$ cat config.mk
export PLATFORM = sky130hd
export DESIGN_NAME = load_store_unit
export DESIGN_NICKNAME = d
export VERILOG_FILES = /design/src/rtl/load_store_unit.sv
export SDC_FILE = /design/constraint.sdc
export NUM_CORES = 1
export LEC_CHECK = 0
export BUFFER_PORTS_ARGS = -buffer_cell sky130_fd_sc_hd__buf_4
export CORE_UTILIZATION = 54
export DETAILED_ROUTE_END_ITERATION = 10
export PLACE_DENSITY = 0.92
export SYNTH_ARGS = -nofsm -noshare
export SYNTH_HDL_FRONTEND = slang
export SYNTH_SLANG_ARGS = --single-unit
$ cat constraint.sdc
create_clock -name iCLK -period 4.3 [get_ports iCLK]
set_input_delay 1.075 -clock iCLK [delete_from_list [all_inputs] [get_ports iCLK]]
set_output_delay 1.075 -clock iCLK [all_outputs]
set_load 0.02 [all_outputs]
$ cat src/rtl/load_store_unit.sv
// load_store_unit: single-outstanding load/store engine between the core and
// the IO bus. It checks request legality, drives aligned bus accesses with
// lane-replicated store data, and returns sign/zero-extended load results.
//
// Handshakes: a transfer happens on the rising edge where valid and ready are
// both high. oReqReady is high only in IDLE. oRspValid is high only in RESP,
// and oRspData/oRspError hold steady until iRspReady is seen.
module load_store_unit #(
   parameter int unsigned MEM_LATENCY     = 1,
   parameter logic [31:0] BYPASS_ERR_DATA = 32'h0000_0000
) (
   input  logic        iCLK,
   input  logic        iRST_N,
   input  logic        iReqValid,
   output logic        oReqReady,
   input  logic        iReqWrite,
   input  logic [2:0]  iReqFunct3,
   input  logic [31:0] iReqAddr,
   input  logic [31:0] iReqWData,
   output logic        oRspValid,
   input  logic        iRspReady,
   output logic [31:0] oRspData,
   output logic        oRspError,
   output logic        oReadEnable,
   output logic        oWriteEnable,
   output logic [3:0]  oByteEnable,
   output logic [31:0] oAddress,
   output logic [31:0] oWriteData,
   input  logic [31:0] iReadData
);

   localparam logic [1:0] S_IDLE   = 2'd0;
   localparam logic [1:0] S_ACCESS = 2'd1;
   localparam logic [1:0] S_WAIT   = 2'd2;
   localparam logic [1:0] S_RESP   = 2'd3;

   localparam logic [3:0] LAT = 4'(MEM_LATENCY);

   logic [1:0]  state;
   logic [3:0]  wait_cnt;
   logic        req_write;
   logic [2:0]  req_funct3;
   logic [1:0]  req_lane;

   logic        req_legal;
   logic [3:0]  be_next;
   logic [31:0] wd_next;
   logic [31:0] lane_data;
   logic [31:0] load_data;

   assign oReqReady = (state == S_IDLE);
   assign oRspValid = (state == S_RESP);

   // Legality of the incoming request: funct3 encoding, store width, alignment.
   always_comb begin
      req_legal = 1'b1;
      case (iReqFunct3)
         3'b000, 3'b100: req_legal = 1'b1;
         3'b001, 3'b101: req_legal = ~iReqAddr[0];
         3'b010:         req_legal = (iReqAddr[1:0] == 2'b00);
         default:        req_legal = 1'b0;
      endcase
      if (iReqWrite && iReqFunct3[2]) req_legal = 1'b0;
   end

   // Byte enables and lane-replicated write data for the incoming request.
   always_comb begin
      be_next = 4'b1111;
      wd_next = iReqWData;
      case (iReqFunct3[1:0])
         2'b00: begin
            be_next = 4'b0001 << iReqAddr[1:0];
            wd_next = {4{iReqWData[7:0]}};
         end
         2'b01: begin
            be_next = 4'b0011 << iReqAddr[1:0];
            wd_next = {2{iReqWData[15:0]}};
         end
         default: begin
            be_next = 4'b1111;
            wd_next = iReqWData;
         end
      endcase
   end

   // Move the addressed lane down to bit 0 and extend it by access size.
   always_comb begin
      lane_data = iReadData >> {req_lane, 3'b000};
      case (req_funct3)
         3'b000:  load_data = {{24{lane_data[7]}}, lane_data[7:0]};
         3'b001:  load_data = {{16{lane_data[15]}}, lane_data[15:0]};
         3'b100:  load_data = {24'h0, lane_data[7:0]};
         3'b101:  load_data = {16'h0, lane_data[15:0]};
         default: load_data = lane_data;
      endcase
   end

   // Main FSM: bus outputs are registered at acceptance so ACCESS sees them at once.
   always_ff @(posedge iCLK or negedge iRST_N) begin
      if (!iRST_N) begin
         state        <= S_IDLE;
         wait_cnt     <= 4'd0;
         req_write    <= 1'b0;
         req_funct3   <= 3'd0;
         req_lane     <= 2'd0;
         oRspData     <= 32'h0;
         oRspError    <= 1'b0;
         oReadEnable  <= 1'b0;
         oWriteEnable <= 1'b0;
         oByteEnable  <= 4'h0;
         oAddress     <= 32'h0;
         oWriteData   <= 32'h0;
      end else begin
         case (state)
            S_IDLE: begin
               if (iReqValid) begin
                  req_write  <= iReqWrite;
                  req_funct3 <= iReqFunct3;
                  req_lane   <= iReqAddr[1:0];
                  if (req_legal) begin
                     state        <= S_ACCESS;
                     oAddress     <= {iReqAddr[31:2], 2'b00};
                     oByteEnable  <= be_next;
                     oWriteData   <= wd_next;
                     oWriteEnable <= iReqWrite;
                     oReadEnable  <= ~iReqWrite;
                  end else begin
                     state     <= S_RESP;
                     oRspError <= 1'b1;
                     oRspData  <= BYPASS_ERR_DATA;
                  end
               end
            end
            S_ACCESS: begin
               oWriteEnable <= 1'b0;
               if (req_write) begin
                  oByteEnable <= 4'h0;
                  oRspData    <= BYPASS_ERR_DATA;
                  oRspError   <= 1'b0;
                  state       <= S_RESP;
               end else begin
                  wait_cnt <= LAT;
                  state    <= S_WAIT;
               end
            end
            S_WAIT: begin
               wait_cnt <= wait_cnt - 4'd1;
               // Counter reaches zero on this edge: sample the bus now.
               if (wait_cnt <= 4'd1) begin
                  wait_cnt    <= 4'd0;
                  oRspData    <= load_data;
                  oRspError   <= 1'b0;
                  oReadEnable <= 1'b0;
                  oByteEnable <= 4'h0;
                  state       <= S_RESP;
               end
            end
            S_RESP: begin
               if (iRspReady) begin
                  oRspError <= 1'b0;
                  state     <= S_IDLE;
               end
            end
            default: state <= S_IDLE;
         endcase
      end
   end

endmodule

==> results.ini <==
[global_routing]
grt_pass1_vias=5286
antenna_found_initial=0
grt_pass1_wl_mm=26.5
grt_start_max_net_pins=59
overflow=0
grt_usage_pct=31.4

[sta]
hold_ws_ns=0.487
slew_violations=0
post-route-period-util_pct=70.2
hold_viol_final=0
skew_ns=0.00727
setup_violations=0
setup_slack_ns=1.28
rsz0062_at_grt=false
period_needed_ns=3.02
slew_headroom_pct=40.0
fmax_mhz=331
fin_setup_tns_ns=0
worstMarginPinSlew_ns=0.897

[floorplan]
die_y_um=105
pin_count=209
fp.dieW_um=105
rows=37
die_area_mm2=0.0110
core_mm2=0.0103
start_util_pct=55.4

[drt]
routed_wl_mm=16.5
num_vias=5001
drt_iter0_drc=267
drc_errors=0
antenna_left=0
via_per_inst=5.77
wire_per_inst_um=19.1
dr.pass1.iters=5

[worst_setup_path]
rr_endpoint=oRspData[18]$_DFFE_PN0P_
crit_required_ns=4.69
worstSetupPathType=flip-flop to flip-flop
r2r-start=state[0]$_DFFE_PN0P_
rr_worst_depth=5
rrSetupSlack_ns=1.28
arrival_ns=3.41
crit_path_start_kind=flip-flop
path_max_fanout=16
endpoint_kind=flip-flop

[logic_synthesis]
async_flop_share_pct=100
yosysWarnings=0
yosysTopAreaCell=dfrtp_1
synth-seq-cells=113
yosys.area.top_type_share_pct=49.6
synth_top_family_by_area=compound AO/OA/AOI/OAI gates
ys_top_cells_by_area=dfrtp_1 50%, mux2_2 10%, mux2i_1 7.6%
syn_area_mm2=0.00570
ys_types=43
synth_compound_area_share_pct=18.5
synthCells=523
synthMuxAreaShare_pct=18.4
synth_xor_area_share_pct=0
synth_edf_count=0
synthAdderAreaFrac_pct=1.32
synth-seq-area-share_pct=49.6
synth_ff_type=dfrtp_1
synth.avg_cell_area_um2=10.9
yosys.area_share.simple_pct=7.40

[power_and_ir_drop]
switching_share_pct=40.5
pwr-share-comb_pct=48.8
p_sw_mw=2.63
power_density_mw_per_mm2=817
leakagePower_nw=3.83
clkPwrFrac_pct=22.1
seq_power_share_pct=29.0
p_int_mw=3.88
peakVddDrop_mv=0.481

[finish]
final_area_mm2=0.00797
fin_util_pct=77.5
areaGrowthSynthToFinish_pct=39.9
multiInputGateArea_mm2=0.00263
final_nets=828
fillers=656
antenna_cells=0
seq_area_mm2=0.00283
drive_gt1_share_pct=43.2

[worst_hold_path]
hold_depth=2
min_path_type=flip-flop to flip-flop
hold_path_end=oWriteData[21]$_DFFE_PN0P_
worstHoldStart=oWriteData[21]$_DFFE_PN0P_

[placed_design]
io_buffers=206
place_congestion=0.840
dp_hpwl_mm=11.7
dp_slack_ns=0.902
post_dp_cell_area_mm2=0.00736

[clock_tree]
clkTransAtPathRegs_ns=0.06
cts_tree=yes
root_buffer=clkbuf_8
cts_setup_buffers=0
htreeDepth=4
cts-resized-gates=0
clk_latency_ns=0.51
cts_made_buffers=17
cts.sinks=113
holdBufCountCts=0
clock_path_buffers=2

[run_status]
status=finished clean

[flow_run]
maxCapViolCount=0

-- final cells by class --
type / count / area share, %
multi-input cells: 346 / 33.0
clock inverters: 10 / 1.99
inverters: 24 / 1.13
clock buffers: 21 / 5.64
flip-flops and latches: 113 / 35.5
well taps: 136 / 2.14
repair buffers: 216 / 20.7
-- registers in the layout, indices dropped and copies added (netlist names) --
register / cells
oAddress: 30
oByteEnable: 4
oReadEnable: 1
oRspData: 32
oRspError: 1
oWriteData: 32
oWriteEnable: 1
req_funct3: 3
req_lane: 2
req_write: 1
state: 2
wait_cnt: 4
-- through the flow --
| step | total power [mW] | cells |
|---|---|---|
| after detailed placement | 5.03 | 835 |
| after CTS | 6.52 | 866 |
| after global routing | 6.86 | 866 |
| final | 6.51 | 866 |
| after floorplan | 3.82 | 524 |
| after global placement | 4.88 | 835 |
-- power by group through the flow --
stage | Sequential, mW | Clock (mW) | Combinational (mW)
global route | 1.95 | 1.51 | 3.40
detailed placement | 1.89 | 0 | 3.14
global placement | 1.86 | 0 | 3.03
finish | 1.89 | 1.44 | 3.18
floorplan | 2.33 | 0 | 1.49
CTS | 1.88 | 1.46 | 3.17
-- placed cells by master, fill, tap and decap left out, types with 8 or more instances in the layout --
master | Yosys | layout
a21oi_1 | 26 | 26
mux2_2 | 53 | 53
o21ai_0 | 48 | 48
o32ai_2 | 10 | 10
o21a_1 | 8 | 8
a21boi_0 | 8 | 8
o31ai_1 | 26 | 26
nor2_1 | 18 | 18
nand3b_1 | 8 | 8
clkbuf_16 | 0 | 16
inv_1 | 23 | 23
mux2i_1 | 43 | 43
dfrtp_1 | 113 | 113
nand2_1 | 40 | 40
buf_4 | 2 | 214
o211ai_1 | 8 | 8
-- worst max path at each step --
stage | from | end | slack [ns]
final | state[0]$_DFFE_PN0P_ | oRspData[18]$_DFFE_PN0P_ | 1.28
after global routing | state[0]$_DFFE_PN0P_ | oRspData[18]$_DFFE_PN0P_ | 1.06
after CTS | state[0]$_DFFE_PN0P_ | oRspData[18]$_DFFE_PN0P_ | 1.34
after detailed placement | iReqFunct3[0] | oByteEnable[3]$_DFFE_PN0P_ | 0.90
after global placement | iReqFunct3[0] | oByteEnable[0]$_DFFE_PN0P_ | 1.01
after floorplan | iReqAddr[0] | oByteEnable[0]$_DFFE_PN0P_ | 1.55
-- metal layers --
metal / global-route usage [%] / wire (um) / vias up
met5: 0 / 0 / -
met2: 53.1 / 8410 / 250
li1: - / - / 2281
met1: 36.1 / 6210 / 2425
met4: 14.6 / 554 / 0
met3: 10.2 / 1340 / 45
-- cells by family after synthesis --
kind of cell | count (synthesis)
multiplexers | 97
other | 1
adder cells (fa/ha/maj) | 6
AND/OR/NAND/NOR | 89
buffers and inverters | 65
flip-flops | 113
AO/OA/AOI/OAI | 152
-- synthesized netlist by cell type (all sizes together), types with 10 or more instances --
| library cell | n |
|---|---|
| a21oi | 26 |
| buf | 10 |
| nor2 | 18 |
| mux2i | 43 |
| nand2 | 40 |
| clkbuf | 31 |
| dfrtp | 113 |
| inv | 23 |
| mux2 | 53 |
| o31ai | 26 |
| o32ai | 16 |
| o21ai | 48 |
-- critical path, cell delays in order (launching register included) --
cell	delay, ns
dfrtp_1	0.43
inv_1	0.11
ha_1	0.54
clkinv_1	0.39
or4_1	0.96
o32ai_1	0.45
Note: power is estimated with default switching activity, not from simulation.
